**src/rtl/uart_rx_8n1.sv**
```systemverilog
// uart_rx_8n1: 8N1 asynchronous serial receiver, LSB first.
// Samples UART_RXD at mid-bit using a CLKS_PER_BIT bit timer. Each received
// byte appears on rx_data with a one-cycle rx_valid strobe. A low stop bit
// gives a one-cycle rx_frame_err strobe, and the receiver then waits for the
// line to return high before it looks for the next frame.
module uart_rx_8n1 #(
  parameter int CLK_HZ = 50_000_000,
  parameter int BAUD   = 115200
) (
  input  logic       CLOCK_50,
  input  logic       reset,
  input  logic       UART_RXD,
  output logic [7:0] rx_data,
  output logic       rx_valid,
  output logic       rx_frame_err,
  output logic       rx_busy
);

  localparam int CLKS_PER_BIT = CLK_HZ / BAUD;
  localparam int TW           = $clog2(CLKS_PER_BIT);

  localparam logic [TW-1:0] HALF_LAST = TW'(CLKS_PER_BIT / 2 - 1);
  localparam logic [TW-1:0] BIT_LAST  = TW'(CLKS_PER_BIT - 1);

  typedef enum logic [2:0] {
    S_IDLE,
    S_START,
    S_DATA,
    S_STOP,
    S_BREAK
  } state_t;

  state_t        state_q, state_d;
  logic          sync1_q, sync1_d;
  logic          sync2_q, sync2_d;
  logic [TW-1:0] timer_q, timer_d;
  logic [2:0]    idx_q, idx_d;
  logic [7:0]    shift_q, shift_d;
  logic [7:0]    data_q, data_d;
  logic          valid_q, valid_d;
  logic          ferr_q, ferr_d;

  logic rxs;
  assign rxs = sync2_q;

  // State register, synchronizer, datapath and strobe flops.
  // NOTE: sequential state uses non-blocking assignments only, so every flop
  // samples the values from before the clock edge, whatever order the lines are in.
  always_ff @(posedge CLOCK_50 or posedge reset) begin
    if (reset) begin
      state_q <= S_IDLE;
      sync1_q <= 1'b1;
      sync2_q <= 1'b1;
      timer_q <= '0;
      idx_q   <= '0;
      shift_q <= '0;
      data_q  <= '0;
      valid_q <= 1'b0;
      ferr_q  <= 1'b0;
    end else begin
      state_q <= state_d;
      sync1_q <= sync1_d;
      sync2_q <= sync2_d;
      timer_q <= timer_d;
      idx_q   <= idx_d;
      shift_q <= shift_d;
      data_q  <= data_d;
      valid_q <= valid_d;
      ferr_q  <= ferr_d;
    end
  end

  // Next-state, bit timing, sampling and strobe generation.
  always_comb begin
    // NOTE: every signal gets a default first. Paths that do not assign a
    // signal then hold its value, and no latch is inferred.
    state_d = state_q;
    sync1_d = UART_RXD;
    sync2_d = sync1_q;
    timer_d = timer_q;
    idx_d   = idx_q;
    shift_d = shift_q;
    data_d  = data_q;
    valid_d = 1'b0;
    ferr_d  = 1'b0;

    unique case (state_q)
      S_IDLE: begin
        timer_d = '0;
        if (!rxs) state_d = S_START;
      end

      S_START: begin
        if (timer_q == HALF_LAST) begin
          timer_d = '0;
          idx_d   = '0;
          // A start bit that is already high again at mid-bit is a glitch.
          state_d = rxs ? S_IDLE : S_DATA;
        end else begin
          timer_d = timer_q + 1'b1;
        end
      end

      S_DATA: begin
        if (timer_q == BIT_LAST) begin
          timer_d = '0;
          shift_d = {rxs, shift_q[7:1]};
          if (idx_q == 3'd7) state_d = S_STOP;
          else               idx_d   = idx_q + 3'd1;
        end else begin
          timer_d = timer_q + 1'b1;
        end
      end

      S_STOP: begin
        if (timer_q == BIT_LAST) begin
          timer_d = '0;
          if (rxs) begin
            // Leaving at mid stop bit lets a start bit follow immediately.
            data_d  = shift_q;
            valid_d = 1'b1;
            state_d = S_IDLE;
          end else begin
            ferr_d  = 1'b1;
            state_d = S_BREAK;
          end
        end else begin
          timer_d = timer_q + 1'b1;
        end
      end

      S_BREAK: begin
        // Stay here while the line is low, so a long break gives one error strobe.
        timer_d = '0;
        if (rxs) state_d = S_IDLE;
      end

      default: state_d = S_IDLE;
    endcase
  end

  assign rx_data      = data_q;
  assign rx_valid     = valid_q;
  assign rx_frame_err = ferr_q;
  assign rx_busy      = (state_q != S_IDLE);

endmodule

```
**config.mk**
```make
export PLATFORM = sky130hd
export DESIGN_NAME = uart_rx_8n1
export DESIGN_NICKNAME = d
export VERILOG_FILES = /design/src/rtl/uart_rx_8n1.sv
export SDC_FILE = /design/constraint.sdc
export NUM_CORES = 1
export LEC_CHECK = 0
export ABC_AREA = 1
export CORE_UTILIZATION = 35
export CTS_CLUSTER_DIAMETER = 50
export DETAILED_ROUTE_END_ITERATION = 10
export HOLD_SLACK_MARGIN = 0.1
export PLACE_DENSITY_LB_ADDON = 0.3
export RECOVER_POWER = 50
export REMOVE_ABC_BUFFERS = 1
export SYNTH_ARGS = -nofsm -noshare
export SYNTH_HDL_FRONTEND = slang
export SYNTH_SLANG_ARGS = --single-unit
```
**constraint.sdc**
```tcl
create_clock -name CLOCK_50 -period 2.2 [get_ports CLOCK_50]
set_input_delay 0.44 -clock CLOCK_50 [delete_from_list [all_inputs] [get_ports CLOCK_50]]
set_output_delay 0.44 -clock CLOCK_50 [all_outputs]
set_load 0.01 [all_outputs]
```
Yosys cells after proc, flatten, opt, wreduce, memory -nomap -nowiden. Cells that the tools add are included.

Register bits: 35. Input port bits: 3. Word-level logic and storage cells: 57.

Add/subtract/negate cells: 2. Eq/ne operators: 14. Muxes and demuxes: 22. Reduce and logical (&&, ||, !) cells: 10.

Operator list (number): $mux 3 (10); $pmux 9 s3 (1); $mux 9 (2); $pmux 3 s5 (1); $ne 2x2->1 const B (7); $add 9x1->9 const B (1); $eq 9x8->1 const B (1); $eq 9x9->1 const B (1); $eq 3x2->1 const B (2); $eq 3x3->1 const B (2); $mux 1 (6); $pmux 3 s2 (1); $reduce_and 6->1 (1); $reduce_bool 3->1 (2); $reduce_and 4->1 (1); $reduce_or 2->1 (2); $add 3x1->3 const B (1); $eq 3x1->1 const B (1); $logic_not 3->1 (1); $reduce_and 3->1 (1); $mux 2 (1); $reduce_and 2->1 (1); $reduce_bool 2->1 (1).

Logic depth before layout (Yosys ltp).
Word-level depth: 4. Mapped depth: 11. Gate-level depth less buffers: 11.

Worst setup path before layout. No wires, ideal clock.

Path type: flip-flop to flip-flop. From: register timer_q[1]. To: register idx_q[0]. Library setup time: 116 ps. Arrival time: 1335 ps. Required time: 2084 ps. Slack: 749 ps. Cell stages (with the launch flop): 12. Path through: dfrtp_1 > inv_1 > ha_1 > nand2_1 > nor2_2 > nand2_1 > nand2_1 > nand2_1 > inv_2 > nand2_1 > nand2_1 > nand2_1.

Cells in the longest elaborated chain, start to end: 3.

RTL lines: start, declared (line 36) `logic [TW-1:0] timer_q, timer_d;`; start signal, assigned (line 64) `timer_q <= timer_d;`; $eq 9x9->1 / $eq 9x8->1 (equally long branches) (line 105, 94); $ne 2x2->1 (no source line); $reduce_and 4->1 (no source line) (*); end signal, assigned (line 65) `idx_q <= idx_d;`; end, declared (line 37) `logic [2:0] idx_q, idx_d;`.

Every way passes the cells marked *; elsewhere a longest branch is shown, timed or not. A chain may end at the register's enable or synchronous reset.

Final worst setup path.
From: register state_q[2]. To: output rx_busy.

Cells in the longest elaborated chain, start to end: 1.

RTL lines: start, declared (line 33) `state_t state_q, state_d;`; start signal, assigned (line 61) `state_q <= state_d;`; $reduce_bool 3->1 (line 145) `assign rx_busy = (state_q != S_IDLE);`; end, declared (line 16) `output logic rx_busy`.

Every way passes these cells.

==> impl_metrics.ini <==
[global_routing]
grt_max_degree = 36
globalRoute.totalOverflow = 0
antenna_found_initial = 0
grt_util_all_layers = 0.1360
gr-usage-met1 = 0.1743
first_global_vias = 1287
gr-usage-met2 = 0.2192
grt_first_pass_wirelength_um = 5616
grt_use_met3 = 0.02846
globalRoute.busiestLayer = met2

[final_layout]
syn_to_final_growth_pct = 15.38
drive_gt1_frac = 0.1618
n_antenna_cell = 0
layout.cells.non_filler = 308
multi_input_area_um2 = 772.0
fill_cells = 483
ff_latch_area_um2 = 878.3
nets = 248
final_util = 0.4317

[synthesis]
synthTopCellsByArea = dfrtp_1, nand2_1, inv_1
ys_types = 27
syn_area_um2 = 1814
synthFlopType = dfrtp_1
yosysWarnings = 0
synth.avg_cell_area_um2 = 8.172
synth_top_area_share = 0.4552
synth_seq_area_share = 0.4841
synth_edf_count = 0
synth_seq_cells = 35
yosys-top-cells-count = nand2_1, dfrtp_1, inv_1, nor2_1, nand3_1
syn-instance-count = 222
synth_top_area_cell = dfrtp_1
async_reset_ff_frac = 1.000
synth.most_common_cell = nand2_1

[power_and_ir_drop]
seq_power_share = 0.566
swShare = 0.2349
power.density_nw_per_um2 = 547.1
leakage_nw = 0.9726
p_int_w = 0.0008762
p_total_w = 0.001145
peakVddDrop_mv = 0.4286
comb_power_share = 0.015
power_switching_w = 0.0002691
p_clk_frac = 0.419

[cts]
clkLatencyLatePin_ns = 0.29
cts_sinks = 35
cts-root-buf = clkbuf_8
clockBufferDepth = 2
cts_resized = 0
htreeDepth = 2
cts_buffers = 5
postCtsHoldBufs = 0
tritoncts = yes
post_cts_buffers = 0
clkSlewWorstSetupHoldPaths_ns = 0.08

[place]
port_buffers = 13
dp_hpwl_um = 2304
place_congestion = 0.7925
dp_cells = 300

[sta]
hold_viol = 0
fin_crit_sh = 0.9240
rsz0062_at_grt = no
relSlewSlack = 0.4291
worst_slew_pin_slew_ns = 0.8564
timing.fmax_ghz = 0.4919
clock-skew-final_ns = 0.009802
finalSetupTns_ns = 0
maxSlewViolCount = 0
fin_crit_ns = 2.033
setup_viol = 0

[floorplan]
io_pins = 14
die_area_um2 = 5475
start_util = 0.3742
die_w_um = 74.00
fp.dieH_um = 74.00
coreArea_um2 = 4848
rows = 25

[routing]
first_pass_iters = 4
drt_iter0_drc = 43
drt-wirelength-per-cell_um = 10.33
ant_nets = 0
routed_wl_um = 3183
num_vias = 1363
drc_errors = 0
via_per_inst = 4.425

[critical_path]
max_stage_delay_ns = 0.57
cp_num_buf_inv = 2
cp-end-kind = primary output
worstSetupStartpointType = register
critPathSlowestCell = dfrtp_1
worstPathCellList = inv_2 -> nand2_1 -> clkdlybuf4s50_1
cp_data_arrival_time_ns = 1.59
critPathTopFamily = buffers and inverters
critPathKind = reg -> out
cp_max_fo = 9
cp.required_ns = 1.76

[outcome]
run_status = complete, no violations

[hold_path]
min_path_type = reg -> reg

[job]
cap_violations = 0
[cells in the final DEF, fill, tap and decap left out, types with 2 or more instances in the layout]
cell type,instances
clkbuf_8,5
clkdlybuf4s50_1,11
clkinvlp_4,2
dfrtp_1,33
dfstp_2,2
dlygate4sd3_1,2
ha_1,5
inv_1,25
inv_2,9
nand2_1,68
nand2_2,2
nand3_1,15
nor2_1,21
nor2_2,4
nor3_1,2
o21ai_0,3
o21ai_1,9
o21ai_2,8
xor2_1,3
[per-layer routing]
metal,share of wire,vias up
li1,-,722
met1,0.50,621
met2,0.45,14
met3,0.025,6
met4,0.019,0
met5,0,-
[stage by stage]
step	cell area, um^2	setup slack [ns]	hold WS [ns]
after floorplan	1784	0.7488	0.3452
after global placement	2006	0.4981	0.3477
after global routing	2093	0.08237	0.3618
after detailed placement	2006	0.4868	0.3490
after CTS	2098	0.1486	0.3603
final	2093	0.1673	0.3594
[cells by family after synthesis]
family                   count (synthesis)  share of synthesized area
adder cells (fa/ha/maj)                  5                    0.03448
AND/OR/NAND/NOR                        119                     0.2979
buffers and inverters                   38                    0.08896
XOR/XNOR                                 3                    0.01449
AO/OA/AOI/OAI                           22                    0.08000
flip-flops                              35                     0.4841
[sequential cells by signal, indices dropped and copies added (netlist names)]
signal / cells
sync1_q: 1
state_q: 3
rx_valid: 1
rx_data: 8
rxs: 1
idx_q: 3
shift_q: 8
rx_frame_err: 1
timer_q: 9
[power groups by stage]
stage               logic (W)  registers (W)  clock network [W]
floorplan           0.0000107       0.000661                  0
global placement    0.0000200       0.000661                  0
detailed placement  0.0000202       0.000661                  0
CTS                 0.0000201       0.000649           0.000503
global route        0.0000211       0.000649           0.000522
finish              0.0000169       0.000649           0.000480
[worst paths after layout]
check / to / depth (start not counted) / slack, ns / startpoint
min in group asynchronous: timer_q[2]$_DFFE_PP0P_ / 3 / 0.84 / reset
setup reg to reg: idx_q[1]$_DFFE_PP0P_ / 11 / 0.46 / timer_q[1]$_DFFE_PP0P_
max in group asynchronous: idx_q[2]$_DFFE_PP0P_ / 3 / 0.82 / reset
hold reg to reg: rxs$_DFF_PP1_ / 0 / 0.36 / sync1_q$_DFF_PP1_
hold / removal: rxs$_DFF_PP1_ / 0 / 0.36 / sync1_q$_DFF_PP1_
setup / recovery: rx_busy / 3 / 0.17 / state_q[2]$_DFFE_PP0P_
[layout make-up]
type                       count  share of cell area
clock buffer                   5             0.03288
clock inverter                 3             0.01136
inverter                      35             0.06276
multi-input combinational    149              0.3688
sequential                    35              0.4196
tap                           67             0.04005
timing repair buffer          14             0.06455
(Power assumes the default switching activity.)
